==> config.mk <==
export PLATFORM = sky130hd
export DESIGN_NAME = serial_adder
export DESIGN_NICKNAME = d
export VERILOG_FILES = /design/src/rtl/serial_adder_pkg.sv /design/src/rtl/digit_adder.sv /design/src/rtl/serial_adder.sv
export SDC_FILE = /design/constraint.sdc
export NUM_CORES = 1
export LEC_CHECK = 0
export CAP_MARGIN = 20
export CORE_MARGIN = 5
export CORE_UTILIZATION = 45
export CTS_CLUSTER_DIAMETER = 60
export DETAILED_ROUTE_END_ITERATION = 6
export GPL_TIMING_DRIVEN = 0
export PLACE_DENSITY = 0.69
export SLEW_MARGIN = 20
export SYNTH_ARGS = -nofsm -noshare
export SYNTH_HDL_FRONTEND = slang
export SYNTH_SLANG_ARGS = --single-unit
==> constraint.sdc <==
create_clock -name clk -period 2.2 [get_ports clk]
set_input_delay 0.44 -clock clk [delete_from_list [all_inputs] [get_ports clk]]
set_output_delay 0.44 -clock clk [all_outputs]
set_load 0.005 [all_outputs]
==> src/rtl/serial_adder_pkg.sv <==
// Shared types and sizing helpers for the digit-serial adder-subtractor.
package serial_adder_pkg;

  typedef enum logic [1:0] {
    IDLE = 2'd0,
    RUN  = 2'd1,
    DONE = 2'd2
  } state_t;

  function automatic int ndig(input int width, input int digit);
    return width / digit;
  endfunction

  // Counter needs at least one bit even when a single digit covers the word.
  function automatic int cnt_w(input int n);
    return (n <= 1) ? 1 : $clog2(n);
  endfunction

endpackage

==> src/rtl/digit_adder.sv <==
// Combinational DIGIT-bit ripple adder; also exposes the carry into its top bit.
module digit_adder #(
  parameter int DIGIT = 1
) (
  input  logic [DIGIT-1:0] x,
  input  logic [DIGIT-1:0] y,
  input  logic             cin,
  output logic [DIGIT-1:0] s,
  output logic             cout,
  output logic             c_msb_in
);

  logic [DIGIT:0] c;

  always_comb begin
    s    = '0;
    c    = '0;
    c[0] = cin;
    for (int i = 0; i < DIGIT; i++) begin
      s[i]     = x[i] ^ y[i] ^ c[i];
      c[i+1]   = (x[i] & y[i]) | (c[i] & (x[i] ^ y[i]));
    end
  end

  assign cout     = c[DIGIT];
  assign c_msb_in = c[DIGIT-1];

endmodule

==> src/rtl/serial_adder.sv <==
// Digit-serial adder-subtractor: LSB-first, DIGIT bits per cycle through a registered carry.
module serial_adder
  import serial_adder_pkg::*;
#(
  parameter int WIDTH = 8,
  parameter int DIGIT = 1
) (
  input  logic             clk,
  input  logic             rst,
  input  logic             start,
  input  logic             sub,
  input  logic [WIDTH-1:0] a,
  input  logic [WIDTH-1:0] b,
  output logic             busy,
  output logic             done,
  output logic [WIDTH-1:0] sum,
  output logic             cout,
  output logic             ovf
);

  localparam int NDIG = ndig(WIDTH, DIGIT);
  localparam int CW   = cnt_w(NDIG);
  localparam logic [CW-1:0] LAST = CW'(NDIG - 1);

  if (WIDTH < 2 || (WIDTH % DIGIT) != 0) begin : g_param_check
    $error("serial_adder: WIDTH must be >= 2 and a multiple of DIGIT");
  end

  state_t           state;
  logic [CW-1:0]    cnt;
  logic             carry;
  logic [WIDTH-1:0] opa;
  logic [WIDTH-1:0] opb;
  logic [WIDTH-1:0] acc;
  logic [WIDTH-1:0] acc_nx;
  logic [DIGIT-1:0] ds;
  logic             dcout;
  logic             dcmsb;
  logic             accept;

  assign accept = start && (state == IDLE || state == DONE);

  digit_adder #(.DIGIT(DIGIT)) u_digit (
    .x        (opa[DIGIT-1:0]),
    .y        (opb[DIGIT-1:0]),
    .cin      (carry),
    .s        (ds),
    .cout     (dcout),
    .c_msb_in (dcmsb)
  );

  // New digit enters at the top so the word is LSB-aligned after NDIG steps.
  assign acc_nx = (acc >> DIGIT) | (WIDTH'(ds) << (WIDTH - DIGIT));

  always_ff @(posedge clk) begin
    if (accept) begin
      opa <= a;
      opb <= sub ? ~b : b;
      acc <= '0;
    end else if (state == RUN) begin
      opa <= opa >> DIGIT;
      opb <= opb >> DIGIT;
      acc <= acc_nx;
    end
  end

  always_ff @(posedge clk or posedge rst) begin
    if (rst) begin
      state <= IDLE;
      busy  <= 1'b0;
      done  <= 1'b0;
      sum   <= '0;
      cout  <= 1'b0;
      ovf   <= 1'b0;
      cnt   <= '0;
      carry <= 1'b0;
    end else begin
      done <= 1'b0;
      unique case (state)
        IDLE, DONE: begin
          if (start) begin
            state <= RUN;
            busy  <= 1'b1;
            cnt   <= '0;
            carry <= sub;
          end else begin
            state <= IDLE;
          end
        end
        RUN: begin
          carry <= dcout;
          cnt   <= cnt + CW'(1);
          if (cnt == LAST) begin
            state <= DONE;
            busy  <= 1'b0;
            done  <= 1'b1;
            sum   <= acc_nx;
            cout  <= dcout;
            ovf   <= dcmsb ^ dcout;
          end
        end
        default: state <= IDLE;
      endcase
    end
  end

endmodule

======== Yosys cells after proc, flatten, opt, wreduce, memory -nomap -nowiden ========
Cells that the tools add are included.
operators by class
  add/subtract/negate cells ............... 1
  equal/unequal tests ..................... 5
  multiplexer cells ....................... 17
  bitwise logic cells ..................... 8
  reductions and logical operators ........ 9
operator list
  operator                                        count
  two-way mux 8 bit                               5
  inverter 8 bit                                  1
  OR 7 x 8 -> 8 bit                               1
  two-way mux 1 bit                               6
  case mux 3 bit (2 select lines)                 1
  case mux 1 bit (2 select lines)                 2
  case mux 2 bit (2 select lines)                 1
  AND reduction 2 bit                             2
  nonzero test 2 bit                              2
  adder 3 x 1 -> 3 bit (second input constant)    1
  == test 3 bit (second input constant)           1
  two-way mux 3 bit                               1
  AND reduction 3 bit                             1
  bitwise XOR 1 bit                               3
  bitwise AND 1 bit                               2
  == test 2 x 1 -> 1 bit (second input constant)  1
  == test 2 bit (second input constant)           1
  logical NOT 2 bit                               1
  two-way mux 2 bit                               1
  != test 2 x 1 -> 1 bit (second input constant)  1
  != test 2 bit (second input constant)           1
  OR reduction 2 bit                              1
  logical AND 1 bit                               1
  logical OR 1 bit                                1
  OR 1 bit                                        1
word-level totals
  register bits ........................... 42
  output and inout bits ................... 12
  logic and storage cells ................. 51

======== Depth between registers and ports, before layout ========
  depth in word-level cells ............... 4
  gate-level depth with buffers ........... 5
  mapped depth without buffers ............ 4

======== By module ========
A second synthesis with hierarchy kept.
unflattened totals
  cell total of the unflattened synthesis .. 133
  area total of the unflattened synthesis .. 1931.9 um^2
modules (own cells, without submodules)
  module        instances  cells an instance  area each (um^2)  seq. area each (um^2)
  serial_adder  1          131                1904.3            1071.0
  digit_adder   1          2                  27.5              0.0

======== Worst setup path before layout ========
No wires, ideal clock.
  path type ............................... register to register
  from .................................... reg state[0]
  to ...................................... reg opa[0] (enable)
  arrival time ............................ 1.167 ns
  path slack .............................. 0.661 ns
  stages on the path, launching flop included .. 5
  path buffers ............................ 2
  clock period less this slack ............ 1.539 ns
  cell sequence ........................... dfrtp_1 -> buf_2 -> nand2b_4 -> buf_2 -> nand2_1
between the ends
  longest elaborated chain between the ends .. 4
  elaborated cells on any way between the ends .. 6
  those cells by class .................... eq/ne: 2; reduce/logical: 4
ends and longest elaborated chain
  element                                                    line                text
  start: declaration                                         serial_adder.sv:29  state_t state;
  start signal: assignment                                   serial_adder.sv:69  state <= IDLE;
  start signal: assignment                                   serial_adder.sv:82  state <= RUN;
  start signal: assignment                                   serial_adder.sv:87  state <= IDLE;
  == test 2 bit / logical NOT 2 bit (equally long branches)  serial_adder.sv:41  assign accept = start && (state == IDLE || state == DONE);
  logical OR 1 bit                                           serial_adder.sv:41
  logical AND 1 bit                                          serial_adder.sv:41
  nonzero test 2 bit (no source line) *                      -
  end signal: assignment                                     serial_adder.sv:61  opa <= opa >> DIGIT;
  end: declaration                                           serial_adder.sv:32  logic [WIDTH-1:0] opa;
Every way passes the cells marked *; elsewhere a longest branch is shown, timed or not.
A chain may end at the register's enable or synchronous reset.

======== Worst setup path in the final report ========
  from .................................... in start
  to ...................................... reg opa[2] (enable)
between the ends
  longest elaborated chain between the ends .. 2
ends and longest elaborated chain
  element                              line                text
  start: declaration                   serial_adder.sv:10  input logic start,
  logical AND 1 bit                    serial_adder.sv:41
  nonzero test 2 bit (no source line)  -
Every way passes these cells.

==> impl_metrics.env <==
export IMPL_wl_met3_um=185
export IMPL_whs_ns=0.500
export IMPL_worst_path_max_fanout=16
export IMPL_maxCapViolations=0
export IMPL_num_antenna_cells=0
export IMPL_critical_path_slowest_cell="clkdlybuf4s50_1"
export IMPL_end_kind="flip-flop"
export IMPL_drc=0
export IMPL_layout_worst_path_cycle_share_pct=87.1
export IMPL_grt_pass1_vias=1170
export IMPL_ys_ff_latch=41
export IMPL_dr_pass1_iters=4
export IMPL_grt_pass1_wl_mm=5.44
export IMPL_rsz0062_at_grt="no"
export IMPL_routed_wl_mm=3.21
export IMPL_drive_gt1_share_pct=13.6
export IMPL_outcome="completed"
export IMPL_cts_resized=0
export IMPL_hold_viol_final=0
export IMPL_clk_pin_slew_ns=0.08
export IMPL_route_met2_wl_mm=1.61
export IMPL_setup_ws_ns=0.283
export IMPL_synth_area_leaders="edfxtp_1 25%, dfrtp_1 24%, mux2i_1 9.9%, mux2_1 8.8%, dfxtp_1 7.3%"
export IMPL_r2r_slack_ns=0.45
export IMPL_critical_path_class="in2reg"
export IMPL_p_seq_share_pct=47.5
export IMPL_p_sw_mw=0.893
export IMPL_hpwl_mm=2.36
export IMPL_worst_pin_slew_ns=0.723
export IMPL_grt_usage_pct=12.7
export IMPL_cts_hold_buffers=0
export IMPL_fin_util_pct=58.1
export IMPL_htreeDepth=2
export IMPL_min_path_type="reg2reg"
export IMPL_cts_buffer_depth=2
export IMPL_placed_cells=211
export IMPL_area_growth_pct=23.2
export IMPL_worstSetupStartpointType="input port"
export IMPL_cts_setup_buffers=0
export IMPL_ant_nets=0
export IMPL_multiInputGateArea_um2=791
export IMPL_synthCells=131
export IMPL_switching_share_pct=29.5
export IMPL_cts_sinks=41
export IMPL_final_cell_mix="30 x clkdlybuf4s50_1, 19 x mux2i_1, 18 x dfrtp_1"
export IMPL_antenna_found_initial=0
export IMPL_grt_overflow=0
export IMPL_crit_arrival_ns=1.83
export IMPL_syn_nets=154
export IMPL_p_leak_nw=1.00
export IMPL_synth_area_leader_cell="edfxtp_1"
export IMPL_irDropWorstVdd_uv=641
export IMPL_power_density_nw_per_um2=1280
export IMPL_max_freq_ghz=0.522
export IMPL_slew_headroom_pct=51.7
export IMPL_rows=23
export IMPL_via_per_inst=5.03
export IMPL_cts_buffers=5
export IMPL_regArea_um2=1070
export IMPL_synthesis_area_um2=1910
export IMPL_wl_per_cell_um=14.7
export IMPL_finalMaxSlewViolations=0
export IMPL_die_h_um=75.2
export IMPL_internal_power_mw=2.13
export IMPL_grt_max_degree=19
export IMPL_routed_top_layer="met4"
export IMPL_clk_latency_ns=0.28
export IMPL_cts_root_buffer="clkbuf_8"
export IMPL_synth_top_area_share_pct=25.1
export IMPL_syn_avg_cell_area_um2=14.6
export IMPL_final_common_cell="clkdlybuf4s50_1"
export IMPL_p_clk_share_pct=15.0
export IMPL_fin_skew_ns=0.00923
export IMPL_met1Wirelength_mm=1.39
export IMPL_gp_congestion=0.701
export IMPL_num_vias=1102
export IMPL_fp_dieW_um=75.2
export IMPL_max_stage_delay_ns=0.59
export IMPL_tns_ns=0
export IMPL_setup_viol=0
export IMPL_period_minus_slack_ns=1.92
export IMPL_initial_core_util_pct=47.2
export IMPL_synth_warnings=0
export IMPL_synth_cell_types=27
export IMPL_drtIter0Drc=17
export IMPL_fill_cells=337
export IMPL_nNetsFinal=191
export IMPL_port_buffers=30
export IMPL_seq_area_frac_synth_pct=55.9
export IMPL_dpl_worst_slack_ns=-0.0320
export IMPL_fp_dieArea_um2=5660
export IMPL_pwr_share_comb_pct=37.5
export IMPL_cp_data_required_time_ns=2.11
export IMPL_core_um2=4060
export IMPL_pin_count=32
export IMPL_path_cells="clkdlybuf4s50_1, nand2b_4, buf_2, nand2_1"
export IMPL_final_cells=219
export IMPL_cts_tree="built"
==> critical path, delay by kind of cell <==
family	cells	cell delay (ns)
buffers and inverters	2	0.78
and+or+nand+nor	2	0.60
==> flip-flops by register name (all words and copies together) (netlist names) <==
| name | cells |
|---|---|
| busy | 1 |
| done | 1 |
| cnt | 3 |
| opb | 8 |
| state | 2 |
| cout | 1 |
| carry | 1 |
| sum | 8 |
| acc | 7 |
| opa | 8 |
| ovf | 1 |
==> area by class of cell <==
type | instances | area share (%)
multi-input combinational | 80 | 33.5
inverter | 2 | 0.318
tap | 50 | 2.65
buffer | 8 | 1.91
sequential | 41 | 45.4
timing repair buffer | 30 | 12.7
clock buffer | 5 | 2.92
clock inverter | 3 | 0.531
==> per-layer routing <==
metal,global-route usage (%),vias to the layer above
li1,-,531
met1,15.9,536
met2,21.5,30
met3,3.74,5
met4,3.50,0
met5,0,-
==> power groups by stage <==
stage / combinational (mW) / clock, mW / sequential [mW]
finish: 1.14 / 0.453 / 1.44
global route: 1.25 / 0.497 / 1.49
CTS: 1.16 / 0.470 / 1.45
detailed placement: 1.16 / 0 / 1.46
global placement: 1.12 / 0 / 1.43
floorplan: 0.763 / 0 / 1.41
==> synthesized netlist by cell type (all sizes together) <==
master / number
mux2: 24
dfxtp: 7
edfxtp: 16
nand2: 1
and3b: 3
o21ai: 2
mux2i: 19
nor2b: 2
ha: 2
dfrtp: 18
clkbuf: 1
a31o: 1
inv: 2
nor2: 1
nand2b: 10
fa: 1
nor3b: 1
and2: 1
o21bai: 1
a21o: 1
buf: 7
xor2: 8
xnor2: 2
==> per-stage QoR <==
stage                     power (mW)  cell area, um2
after CTS                       3.08            2360
after global placement          2.55            2280
after detailed placement        2.61            2280
final                           3.03            2360
after floorplan                 2.17            1910
after global routing            3.24            2360
==> logic make-up after synthesis <==
logic type                 after synthesis  share of synthesized area [%]
AOI/OAI and AO/OA                        5                           1.76
xor gates and xnor gates                10                           4.58
adders and majority gates                3                           2.35
buffers and inverters                   10                           2.75
DFF                                     41                           55.9
muxes                                   43                           25.8
and+or+nand+nor                         19                           6.80
==> path summary, 6_finish.rpt <==
| path | startpoint | to | depth (start not counted) |
|---|---|---|---|
| setup / recovery | start | opa[2]$_DFFE_PP_ | 4 |
| hold / removal | sum[7]$_DFFE_PP0P_ | sum[7]$_DFFE_PP0P_ | 1 |
| setup reg to reg | state[0]$_DFFE_PP0P_ | opa[2]$_DFFE_PP_ | 4 |
| hold reg to reg | sum[7]$_DFFE_PP0P_ | sum[7]$_DFFE_PP0P_ | 1 |
| max in group asynchronous | rst | sum[1]$_DFFE_PP0P_ | 2 |
| min in group asynchronous | rst | sum[6]$_DFFE_PP0P_ | 2 |
Power figures use the tool's default switching activity.
